$ cat src/rtl/load_store_unit_pkg.sv
// Shared encodings for the load/store unit: access sizes, FSM states and
// the word-index slice of a byte address.
package load_store_unit_pkg;

   localparam int DATA_W  = 32;
   localparam int WORD_HI = 31;
   localparam int WORD_LO = 2;

   typedef enum logic [1:0] {
      SIZE_BYTE = 2'b00,
      SIZE_HALF = 2'b01,
      SIZE_WORD = 2'b10,
      SIZE_ILL  = 2'b11
   } size_e;

   typedef enum logic [2:0] {
      IDLE,
      LOAD,
      RMW_READ,
      WRITE,
      DONE
   } state_e;

endpackage

$ cat src/rtl/load_store_unit_if.sv
// Request/response handshake plus data-memory bus of the load/store unit.
// The slave side is the unit; the master side is the pipeline together
// with the memory that returns read data.
interface load_store_unit_if;

   logic        Req_Valid;
   logic        Req_Ready;
   logic        Req_Write;
   logic [1:0]  Req_Size;
   logic        Req_Unsigned;
   logic [31:0] Req_Address;
   logic [31:0] Req_Write_Data;
   logic        Resp_Valid;
   logic        Resp_Error;
   logic [31:0] Resp_Load_Data;
   logic        Mem_Write;
   logic [31:0] Mem_Address;
   logic [31:0] Mem_Write_Data;
   logic [31:0] Mem_Read_Data;

   modport master (
      output Req_Valid, Req_Write, Req_Size, Req_Unsigned, Req_Address,
             Req_Write_Data, Mem_Read_Data,
      input  Req_Ready, Resp_Valid, Resp_Error, Resp_Load_Data,
             Mem_Write, Mem_Address, Mem_Write_Data
   );

   modport slave (
      input  Req_Valid, Req_Write, Req_Size, Req_Unsigned, Req_Address,
             Req_Write_Data, Mem_Read_Data,
      output Req_Ready, Resp_Valid, Resp_Error, Resp_Load_Data,
             Mem_Write, Mem_Address, Mem_Write_Data
   );

endinterface

$ cat src/rtl/load_store_lanes.sv
// Little-endian lane handling: extracts and extends a byte/halfword from a
// read word, and merges right-aligned store data into a read word.
module load_store_lanes
   import load_store_unit_pkg::*;
(
   input  logic [31:0] rd_word,
   input  logic [1:0]  offset,
   input  size_e       size,
   input  logic        is_unsigned,
   input  logic [31:0] st_data,
   output logic [31:0] ld_data,
   output logic [31:0] st_word
);

   logic signed [7:0]  lane_b;
   logic signed [15:0] lane_h;

   // Load path: select the addressed lane, then sign- or zero-extend it.
   always_comb begin
      lane_b  = rd_word[{offset, 3'b000} +: 8];
      lane_h  = offset[1] ? rd_word[31:16] : rd_word[15:0];
      ld_data = rd_word;
      case (size)
         SIZE_BYTE: ld_data = is_unsigned ? {24'd0, lane_b} : {{24{lane_b[7]}}, lane_b};
         SIZE_HALF: ld_data = is_unsigned ? {16'd0, lane_h} : {{16{lane_h[15]}}, lane_h};
         default:   ld_data = rd_word;
      endcase
   end

   // Store path: overwrite only the addressed lane of the current word.
   always_comb begin
      st_word = rd_word;
      case (size)
         SIZE_BYTE: st_word[{offset, 3'b000} +: 8] = st_data[7:0];
         SIZE_HALF: begin
            if (offset[1]) st_word[31:16] = st_data[15:0];
            else           st_word[15:0]  = st_data[15:0];
         end
         SIZE_WORD: st_word = st_data;
         default:   st_word = rd_word;
      endcase
   end

endmodule

$ cat src/rtl/load_store_unit.sv
// Load/store unit: accepts one request at a time, checks alignment and
// range, and performs loads, word stores or read-modify-write sub-word
// stores against a combinational-read data memory.
module load_store_unit
   import load_store_unit_pkg::*;
#(
   parameter int MEM_WORDS = 1024
)
(
   input logic         Clk,
   input logic         Reset,
   load_store_unit_if.slave bus
);

   state_e      state, state_nxt;
   logic [31:0] addr_q;
   logic [31:0] wdata_q;
   logic [31:0] rdata_q;
   size_e       size_q;
   logic        write_q;
   logic        uns_q;
   logic        err_q;
   logic        accept;
   logic        req_err;
   logic [31:0] ld_ext;
   logic [31:0] st_merged;

   assign accept = bus.Req_Valid && (state == IDLE);

   assign bus.Mem_Address    = {addr_q[WORD_HI:WORD_LO], 2'b00};
   assign bus.Mem_Write_Data = wdata_q;
   assign bus.Resp_Load_Data = rdata_q;

   load_store_lanes u_lanes (
      .rd_word     (bus.Mem_Read_Data),
      .offset      (addr_q[1:0]),
      .size        (size_q),
      .is_unsigned (uns_q),
      .st_data     (wdata_q),
      .ld_data     (ld_ext),
      .st_word     (st_merged)
   );

   // Classify the incoming request: illegal size, misalignment or out-of-range word.
   always_comb begin
      req_err = 1'b0;
      case (size_e'(bus.Req_Size))
         SIZE_BYTE: req_err = 1'b0;
         SIZE_HALF: req_err = bus.Req_Address[0];
         SIZE_WORD: req_err = |bus.Req_Address[1:0];
         default:   req_err = 1'b1;
      endcase
      if ({2'b00, bus.Req_Address[WORD_HI:WORD_LO]} >= 32'(MEM_WORDS))
         req_err = 1'b1;
   end

   // FSM state register.
   always_ff @(posedge Clk) begin
      if (Reset) state <= IDLE;
      else       state <= state_nxt;
   end

   // Next-state and control outputs; the write strobe is killed by reset.
   always_comb begin
      state_nxt      = state;
      bus.Req_Ready  = 1'b0;
      bus.Resp_Valid = 1'b0;
      bus.Resp_Error = 1'b0;
      bus.Mem_Write  = 1'b0;
      case (state)
         IDLE: begin
            bus.Req_Ready = 1'b1;
            if (accept) begin
               if (req_err)                                state_nxt = DONE;
               else if (!bus.Req_Write)                    state_nxt = LOAD;
               else if (size_e'(bus.Req_Size) == SIZE_WORD) state_nxt = WRITE;
               else                                        state_nxt = RMW_READ;
            end
         end
         LOAD:     state_nxt = DONE;
         RMW_READ: state_nxt = WRITE;
         WRITE: begin
            bus.Mem_Write = write_q && !Reset;
            state_nxt     = DONE;
         end
         DONE: begin
            bus.Resp_Valid = 1'b1;
            bus.Resp_Error = err_q;
            state_nxt      = IDLE;
         end
         default: state_nxt = IDLE;
      endcase
   end

   // Request capture, load result and store-merge registers.
   always_ff @(posedge Clk) begin
      if (Reset) begin
         addr_q  <= '0;
         wdata_q <= '0;
         rdata_q <= '0;
         size_q  <= SIZE_BYTE;
         write_q <= 1'b0;
         uns_q   <= 1'b0;
         err_q   <= 1'b0;
      end else begin
         case (state)
            IDLE: begin
               if (accept) begin
                  addr_q  <= bus.Req_Address;
                  size_q  <= size_e'(bus.Req_Size);
                  write_q <= bus.Req_Write;
                  uns_q   <= bus.Req_Unsigned;
                  wdata_q <= bus.Req_Write_Data;
                  err_q   <= req_err;
                  // An error response carries no data; clear it as DONE is entered.
                  if (req_err) rdata_q <= '0;
               end
            end
            LOAD:     rdata_q <= ld_ext;
            RMW_READ: wdata_q <= st_merged;
            WRITE:    rdata_q <= '0;
            default: ;
         endcase
      end
   end

endmodule
$ cat src/flat_wrapper.sv
// flat-port wrapper written by rule: the top's interface ports become plain ports
module load_store_unit_flat import load_store_unit_pkg::*;
#(
   parameter int MEM_WORDS = 1024
)
  (Clk, Reset, bus_Req_Valid, bus_Req_Write, bus_Req_Size, bus_Req_Unsigned, bus_Req_Address, bus_Req_Write_Data, bus_Mem_Read_Data, bus_Req_Ready, bus_Resp_Valid, bus_Resp_Error, bus_Resp_Load_Data, bus_Mem_Write, bus_Mem_Address, bus_Mem_Write_Data);
  load_store_unit_if bus_i ();
  input logic Clk;
  input logic Reset;
  input wire logic [$bits(bus_i.Req_Valid)-1:0] bus_Req_Valid;
  input wire logic [$bits(bus_i.Req_Write)-1:0] bus_Req_Write;
  input wire logic [$bits(bus_i.Req_Size)-1:0] bus_Req_Size;
  input wire logic [$bits(bus_i.Req_Unsigned)-1:0] bus_Req_Unsigned;
  input wire logic [$bits(bus_i.Req_Address)-1:0] bus_Req_Address;
  input wire logic [$bits(bus_i.Req_Write_Data)-1:0] bus_Req_Write_Data;
  input wire logic [$bits(bus_i.Mem_Read_Data)-1:0] bus_Mem_Read_Data;
  output wire logic [$bits(bus_i.Req_Ready)-1:0] bus_Req_Ready;
  output wire logic [$bits(bus_i.Resp_Valid)-1:0] bus_Resp_Valid;
  output wire logic [$bits(bus_i.Resp_Error)-1:0] bus_Resp_Error;
  output wire logic [$bits(bus_i.Resp_Load_Data)-1:0] bus_Resp_Load_Data;
  output wire logic [$bits(bus_i.Mem_Write)-1:0] bus_Mem_Write;
  output wire logic [$bits(bus_i.Mem_Address)-1:0] bus_Mem_Address;
  output wire logic [$bits(bus_i.Mem_Write_Data)-1:0] bus_Mem_Write_Data;
  assign bus_i.Req_Valid = bus_Req_Valid;
  assign bus_i.Req_Write = bus_Req_Write;
  assign bus_i.Req_Size = bus_Req_Size;
  assign bus_i.Req_Unsigned = bus_Req_Unsigned;
  assign bus_i.Req_Address = bus_Req_Address;
  assign bus_i.Req_Write_Data = bus_Req_Write_Data;
  assign bus_i.Mem_Read_Data = bus_Mem_Read_Data;
  assign bus_Req_Ready = bus_i.Req_Ready;
  assign bus_Resp_Valid = bus_i.Resp_Valid;
  assign bus_Resp_Error = bus_i.Resp_Error;
  assign bus_Resp_Load_Data = bus_i.Resp_Load_Data;
  assign bus_Mem_Write = bus_i.Mem_Write;
  assign bus_Mem_Address = bus_i.Mem_Address;
  assign bus_Mem_Write_Data = bus_i.Mem_Write_Data;
  load_store_unit #(.MEM_WORDS(MEM_WORDS)) u_core (.Clk(Clk), .Reset(Reset), .bus(bus_i));
endmodule
$ cat config.mk
export PLATFORM = sky130hd
export DESIGN_NAME = load_store_unit_flat
export DESIGN_NICKNAME = d
export VERILOG_FILES = /design/src/rtl/load_store_unit_pkg.sv /design/src/rtl/load_store_unit_if.sv /design/src/rtl/load_store_lanes.sv /design/src/rtl/load_store_unit.sv /design/src/flat_wrapper.sv
export SDC_FILE = /design/constraint.sdc
export NUM_CORES = 1
export LEC_CHECK = 0
export BUFFER_PORTS_ARGS = -buffer_cell sky130_fd_sc_hd__clkbuf_2
export CORE_UTILIZATION = 51
export CTS_BUF_LIST = sky130_fd_sc_hd__clkbuf_8
export CTS_CLUSTER_DIAMETER = 50
export DETAILED_ROUTE_END_ITERATION = 10
export PLACE_DENSITY = 0.94
export SYNTH_ARGS = -nofsm -noshare
export SYNTH_HDL_FRONTEND = slang
export SYNTH_SLANG_ARGS = --single-unit
$ cat constraint.sdc
create_clock -name Clk -period 3.6 [get_ports Clk]
set_clock_uncertainty 0.15 [all_clocks]
set_input_delay 0 -clock Clk [delete_from_list [all_inputs] [get_ports Clk]]
set_output_delay 0 -clock Clk [all_outputs]
set_load 0.05 [all_outputs]
Word level (Yosys, flattened, before mapping)
Cells that the tools add are included.
{"block": "op_classes", "n_reduce_logical": 14, "muxes": 24, "shifts": 3, "n_eq_ne": 12, "n_addsub": 1, "order_cmp": 1}
{"operator": "$pmux 32 s3", "count": 2}
{"operator": "$mux 32", "count": 5}
{"operator": "$pmux 32 s2", "count": 2}
{"operator": "$mux 16", "count": 3}
{"operator": "$bwmux 32", "count": 1}
{"operator": "$shift 8x7->32 const A", "count": 1}
{"operator": "$shiftx 32x6->8", "count": 1}
{"operator": "$shiftx 8x7->32", "count": 1}
{"operator": "$ge 30x11->1 const B", "count": 1}
{"operator": "$mux 3", "count": 3}
{"operator": "$pmux 3 s3", "count": 1}
{"operator": "$neg 5->7", "count": 1}
{"operator": "$eq 3x2->1 const B", "count": 2}
{"operator": "$mux 1", "count": 6}
{"operator": "$reduce_and 3->1", "count": 2}
{"operator": "$eq 2x1->1 const B", "count": 2}
{"operator": "$eq 2x2->1 const B", "count": 2}
{"operator": "$logic_not 2->1", "count": 2}
{"operator": "$ne 2x1->1 const B", "count": 2}
{"operator": "$reduce_and 4->1", "count": 1}
{"operator": "$reduce_or 2->1", "count": 2}
{"operator": "$eq 3x1->1 const B", "count": 1}
{"operator": "$eq 3x3->1 const B", "count": 1}
{"operator": "$logic_not 3->1", "count": 1}
{"operator": "other kinds (8)", "count": 9}
{"block": "totals", "output_inout_bits": 100, "in_bits": 103, "register_bits": 104}

Depth between registers and ports, before layout
{"block": "depth", "depth_word": 6, "mapped_depth": 10, "depth_no_buf": 7}

Modules after synthesis
Synthesis repeated with hierarchy kept, for this count alone.
{"block": "unflattened", "hier_cells": 793, "hier_area_um2": 6287.3}
{"mod": "load_store_unit", "cells_each": 544, "area_each_um2": 4411.7, "n_inst": 1}
{"mod": "load_store_lanes", "cells_each": 249, "area_each_um2": 1875.5, "n_inst": 1}

Least setup slack after synthesis
OpenSTA, ideal clock, no wires.
{"block": "synth_path", "path_type": "reg-to-reg", "from": "reg u_core.state[1]", "to": "reg u_core.rdata_q[1] (netlist: u_core.bus.Resp_Load_Data[1])", "setup_slack_ps": 737, "synth_period_minus_slack_ps": 2863, "t_arrival_ps": 2599, "stages_incl_launch_ff": 7, "t_required_ps": 3336, "path_buffers": 2, "setup_ps": 114, "cell_sequence": "dfxtp_1 -> clkbuf_2 -> nor3_1 -> nand2_1 -> o211a_1 -> clkbuf_1 -> a21o_1"}
{"block": "synth_via", "elab_chain_len": 4, "elab_cells_between_ends": 9, "cone_classes": "eq/ne: 4; mux: 1; reduce/logical: 4"}
{"item": "start, declared", "line_no": "load_store_unit.sv:15", "text": "state_e state, state_nxt;"}
{"item": "start signal, assigned", "line_no": "load_store_unit.sv:60", "text": "else state <= state_nxt;"}
{"item": "$logic_not 3->1", "line_no": "load_store_unit.sv:28, load_store_unit.sv:106"}
{"item": "$logic_and 1x1->1", "line_no": "load_store_unit.sv:28", "text": "assign accept = bus.Req_Valid && (state == IDLE);"}
{"item": "$ne 2x1->1 (no line)"}
{"item": "$reduce_and 3->1 (no line)"}
{"item": "end signal, assigned", "line_no": "load_store_unit.sv:119", "text": "LOAD: rdata_q <= ld_ext;"}
{"item": "end, declared", "line_no": "load_store_unit.sv:18", "text": "logic [31:0] rdata_q;"}
Parallel ways exist; a longest one is shown, timed or not.
A chain may end at the register's enable or synchronous reset.

Worst setup path in the final report
{"block": "layout_path", "from": "reg u_core.addr_q[1]", "to": "reg u_core.wdata_q[0] (netlist: u_core.bus.Mem_Write_Data[0])"}
{"block": "layout_via", "elab_chain_len": 5, "elab_cells_between_ends": 8, "cone_classes": "add/sub: 1; eq/ne: 1; shift: 2; mux: 3; reduce/logical: 1"}
{"item": "start, declared", "line_no": "load_store_unit.sv:16", "text": "logic [31:0] addr_q;"}
{"item": "start signal, assigned", "line_no": "load_store_unit.sv:109", "text": "addr_q <= bus.Req_Address;"}
{"item": "$neg 5->7", "line_no": "load_store_lanes.sv:34", "text": "SIZE_BYTE: st_word[{offset, 3'b000} +: 8] = st_data[7:0];"}
{"item": "$shiftx 8x7->32 or $shift 8x7->32 (tied branches)", "line_no": "load_store_lanes.sv:34"}
{"item": "$bwmux 32", "line_no": "load_store_lanes.sv:34"}
{"item": "$pmux 32 s3", "line_no": "load_store_lanes.sv:33", "text": "case (size)"}
{"item": "$pmux 32 s2", "line_no": "load_store_unit.sv:106", "text": "case (state)"}
{"item": "end signal, assigned", "line_no": "load_store_unit.sv:113", "text": "wdata_q <= bus.Req_Write_Data;"}
{"item": "end signal, assigned", "line_no": "load_store_unit.sv:120", "text": "RMW_READ: wdata_q <= st_merged;"}
{"item": "end, declared", "line_no": "load_store_unit.sv:17", "text": "logic [31:0] wdata_q;"}
Parallel ways exist; a longest one is shown, timed or not.

==> summary.md <==
| Metric | Value |
|---|---|
| CTS Buf Count | 9 |
| Vias per cell | 6.090 |
| Area share of the largest cell type after synthesis | 38.71% |
| Crit share post-route | 91.57% |
| Hold/Removal Path Class | in2reg |
| Most frequent cells in the layout | 200 x clkbuf_2, 121 x nand2_1, 109 x dlygate4sd3_1 |
| RSZ-0062 raised after global routing | no |
| Final global-route overflow total | 0 |
| Leading area contributor after synthesis | dfxtp_1 |
| Via count | 6480 |
| Final Max Tran Viols | 0 |
| Max_cap viols | 0 |
| DR pass1 iterations | 5 |
| Initial Util | 52.34% |
| Tot GR Track Use | 37.43% |
| Netlist Area Pre-Place | 5379 µm² |
| WP data arrival | 3.46 ns |
| Worst IR Drop VDD | 213.9 µV |
| Launch point of the worst hold path | Reset |
| Pleak | 3.292 nW |
| Remaining antenna violation count | 0 |
| Final core utilization | 72.95% |
| Commonest non-fill, non-tap cell in the layout | clkbuf_2 |
| Synth Area in Compound Gates | 31.43% |
| Clk buf depth | 2 |
| Iter 0 DRT Violations | 705 |
| Largest net degree at the start of global routing | 39 |
| Initial antenna violation count | 1 |
| Final Hold Viols | 0 |
| Top area cells in the synthesized netlist | dfxtp_1 39%, a21oi_1 8.7%, nand2_1 8.4%, buf_4 4.5%, o21ai_0 3.9% |
| Total wire length | 20.65 mm |
| CTS sink count | 104 |
| Most used DFF post-synth | dfxtp_1 |
| Critical path class | reg2reg |
| Placement Setup Slack | 0.7975 ns |
| Status | completed |
| Worst-path maximum fanout | 11 |
| Mux share of post-synthesis cell area | 1.652% |
| I/O pin cnt | 203 |
| Post-Synthesis Cells | 673 |
| Root Buffer | clkbuf_8 |
| First-pass GRT wire length | 32.48 mm |
| Headroom to the max-slew limit | 29.34% |
| Area delta synth->final | 39.38% |
| Cell area after layout | 7497 µm² |
| Storage element area | 2082 µm² |
| Clock latency on the worst-skew pair | 0.38 ns |
| Simple-gate portion of the synthesized area | 17.40% |
| GPL Wtd Cong | 0.9385 |
| # nets final | 1030 |
| Post-route setup TNS | 0 ns |
| Post-route minimum period | 3.296 ns |
| Setup ws final | 0.3036 ns |
| Post-synth EDFFs | 0 |
| Endpoints failing setup | 0 |
| Power per cell area | 359.7 nW/µm² |
| DRC | 0 |
| Synthesized flop and latch total | 104 |
| Count of cell types in the netlist | 50 |
| Core Area | 10280 µm² |
| Die Ht | 104.7 µm |
| Placed cell areas | 6197 µm² |
| CTS resizes | 0 |
| Syn Area/Cell | 7.992 µm² |
| Chip Width | 104.7 µm |
| Clock H-tree levels | 3 |
| DR WL/cell | 19.41 µm |
| Critical Path Source | u_core.addr_q[1] |
| # fillers | 730 |
| Row Count | 37 |
| Die area | 10960 µm² |
| Worst setup SP type | register |
| Reg2Reg Launch Point | u_core.addr_q[1] |
| Async S/R FF share, synth | 0% |
| CTS tree | done |
| Worst Path Required | 3.77 ns |
| Port bufs | 200 |
| Worst setup EP type | register |
| Yosys warns | 0 |
| Max Freq | 303.4 MHz |
| Synth Area in Adders | 1.163% |
| Largest family of logic cells by synthesized area | compound AO/OA/AOI/OAI gates |
| Vias in the first global route | 6444 |
| Multi-input combinational cell area | 2790 µm² |
| Worst-Margin Slew | 1.056 ns |
| Layout cells sized above 1 | 25.78% |
| Half-perimeter wire length after placement | 12.41 mm |
| XOR/XNOR share of the synthesized area | 0% |
| Register area share after synthesis | 38.71% |
| Reg clk slew, reported paths | 0.11 ns |
| Pwr Total | 0.002697 W |
## path summary, 6_finish.rpt
check,end,slack (ns),cells past startpoint
setup / recovery,u_core.bus.Mem_Write_Data[0],0.30,8
hold / removal,u_core.bus.Mem_Write_Data[6],0.20,2
setup reg to reg,u_core.bus.Mem_Write_Data[0],0.30,8
hold reg to reg,u_core.write_q,0.31,2
## per-stage QoR
stage               hold slack [ns]  instances
floorplan                  -0.01404        674
global placement            0.07187        938
detailed placement          0.08070        938
CTS                          0.1597       1063
global route                 0.2154       1064
finish                       0.1957       1064
## routing by layer
| metal | GRT usage, % | share of wire (%) | vias to the layer above |
|---|---|---|---|
| li1 | - | - | 2905 |
| met1 | 42.81 | 36 | 2940 |
| met2 | 62.58 | 47 | 510 |
| met3 | 9.669 | 11 | 125 |
| met4 | 22.74 | 6.2 | 0 |
| met5 | 0 | 0 | - |
## cell type report
class,count,area share (%)
antenna,1,0.03338
clock buffer,10,1.836
clock inverter,6,0.9179
inverter,15,0.7510
multi-input combinational,470,37.22
sequential,104,27.77
tap,136,2.270
timing repair buffer,322,29.21
## where the power goes
group | internal, W | leakage, nW | switching (W) | total, W
sequential | 0.00120 | 0.850 | 0.0000498 | 0.00125
clock | 0.000343 | 0.102 | 0.000426 | 0.000769
combinational | 0.000237 | 2.34 | 0.000442 | 0.000679
## Yosys cell counts (all sizes together), types with 4 or more instances
master   instances
a211oi           7
a21o            10
a21oi           94
a221o           16
a221oi          10
a22o             4
a31oi            5
buf             45
clkbuf          40
dfxtp          104
ha               5
inv             14
nand2          121
nor2            28
nor2b           14
nor3            10
nor4             6
o211ai          10
o21a             8
o21ai           42
o22ai            7
o2bb2ai         22
o32ai           16
## state kept, by name, indices dropped and copies added (netlist names)
name,count
u_core.size_q,2
u_core.uns_q,1
u_core.err_q,1
u_core.state,3
u_core.write_q,1
u_core.bus.Mem_Write_Data,32
u_core.addr_q,32
u_core.bus.Resp_Load_Data,32
## critical path, cell delays in order (launching register included)
cell and delay (ns):
dfxtp_1 0.45, inv_1 0.25, ha_1 0.21, or3b_1 0.45
or4b_1 0.68, a31oi_1 0.26, dlygate4sd3_1 0.60, o22ai_1 0.08
nor2_1 0.10
## logic make-up (layout without fill, tap and decap cells)
| family | Yosys count | in the layout |
|---|---|---|
| compound gates | 257 | 257 |
| fa+ha+maj | 5 | 5 |
| buf+inv | 100 | 353 |
| flops | 104 | 104 |
| mux | 5 | 5 |
| other cells | 1 | 3 |
| simple gates | 201 | 201 |
## what timing repair did
| item | in CTS | in global routing |
|---|---|---|
| setup buffers | 0 | 0 |
| hold buffers | 109 | 0 |
| hold endpoints to repair | 103 | 0 |
Note: power is estimated with default switching activity, not from simulation.
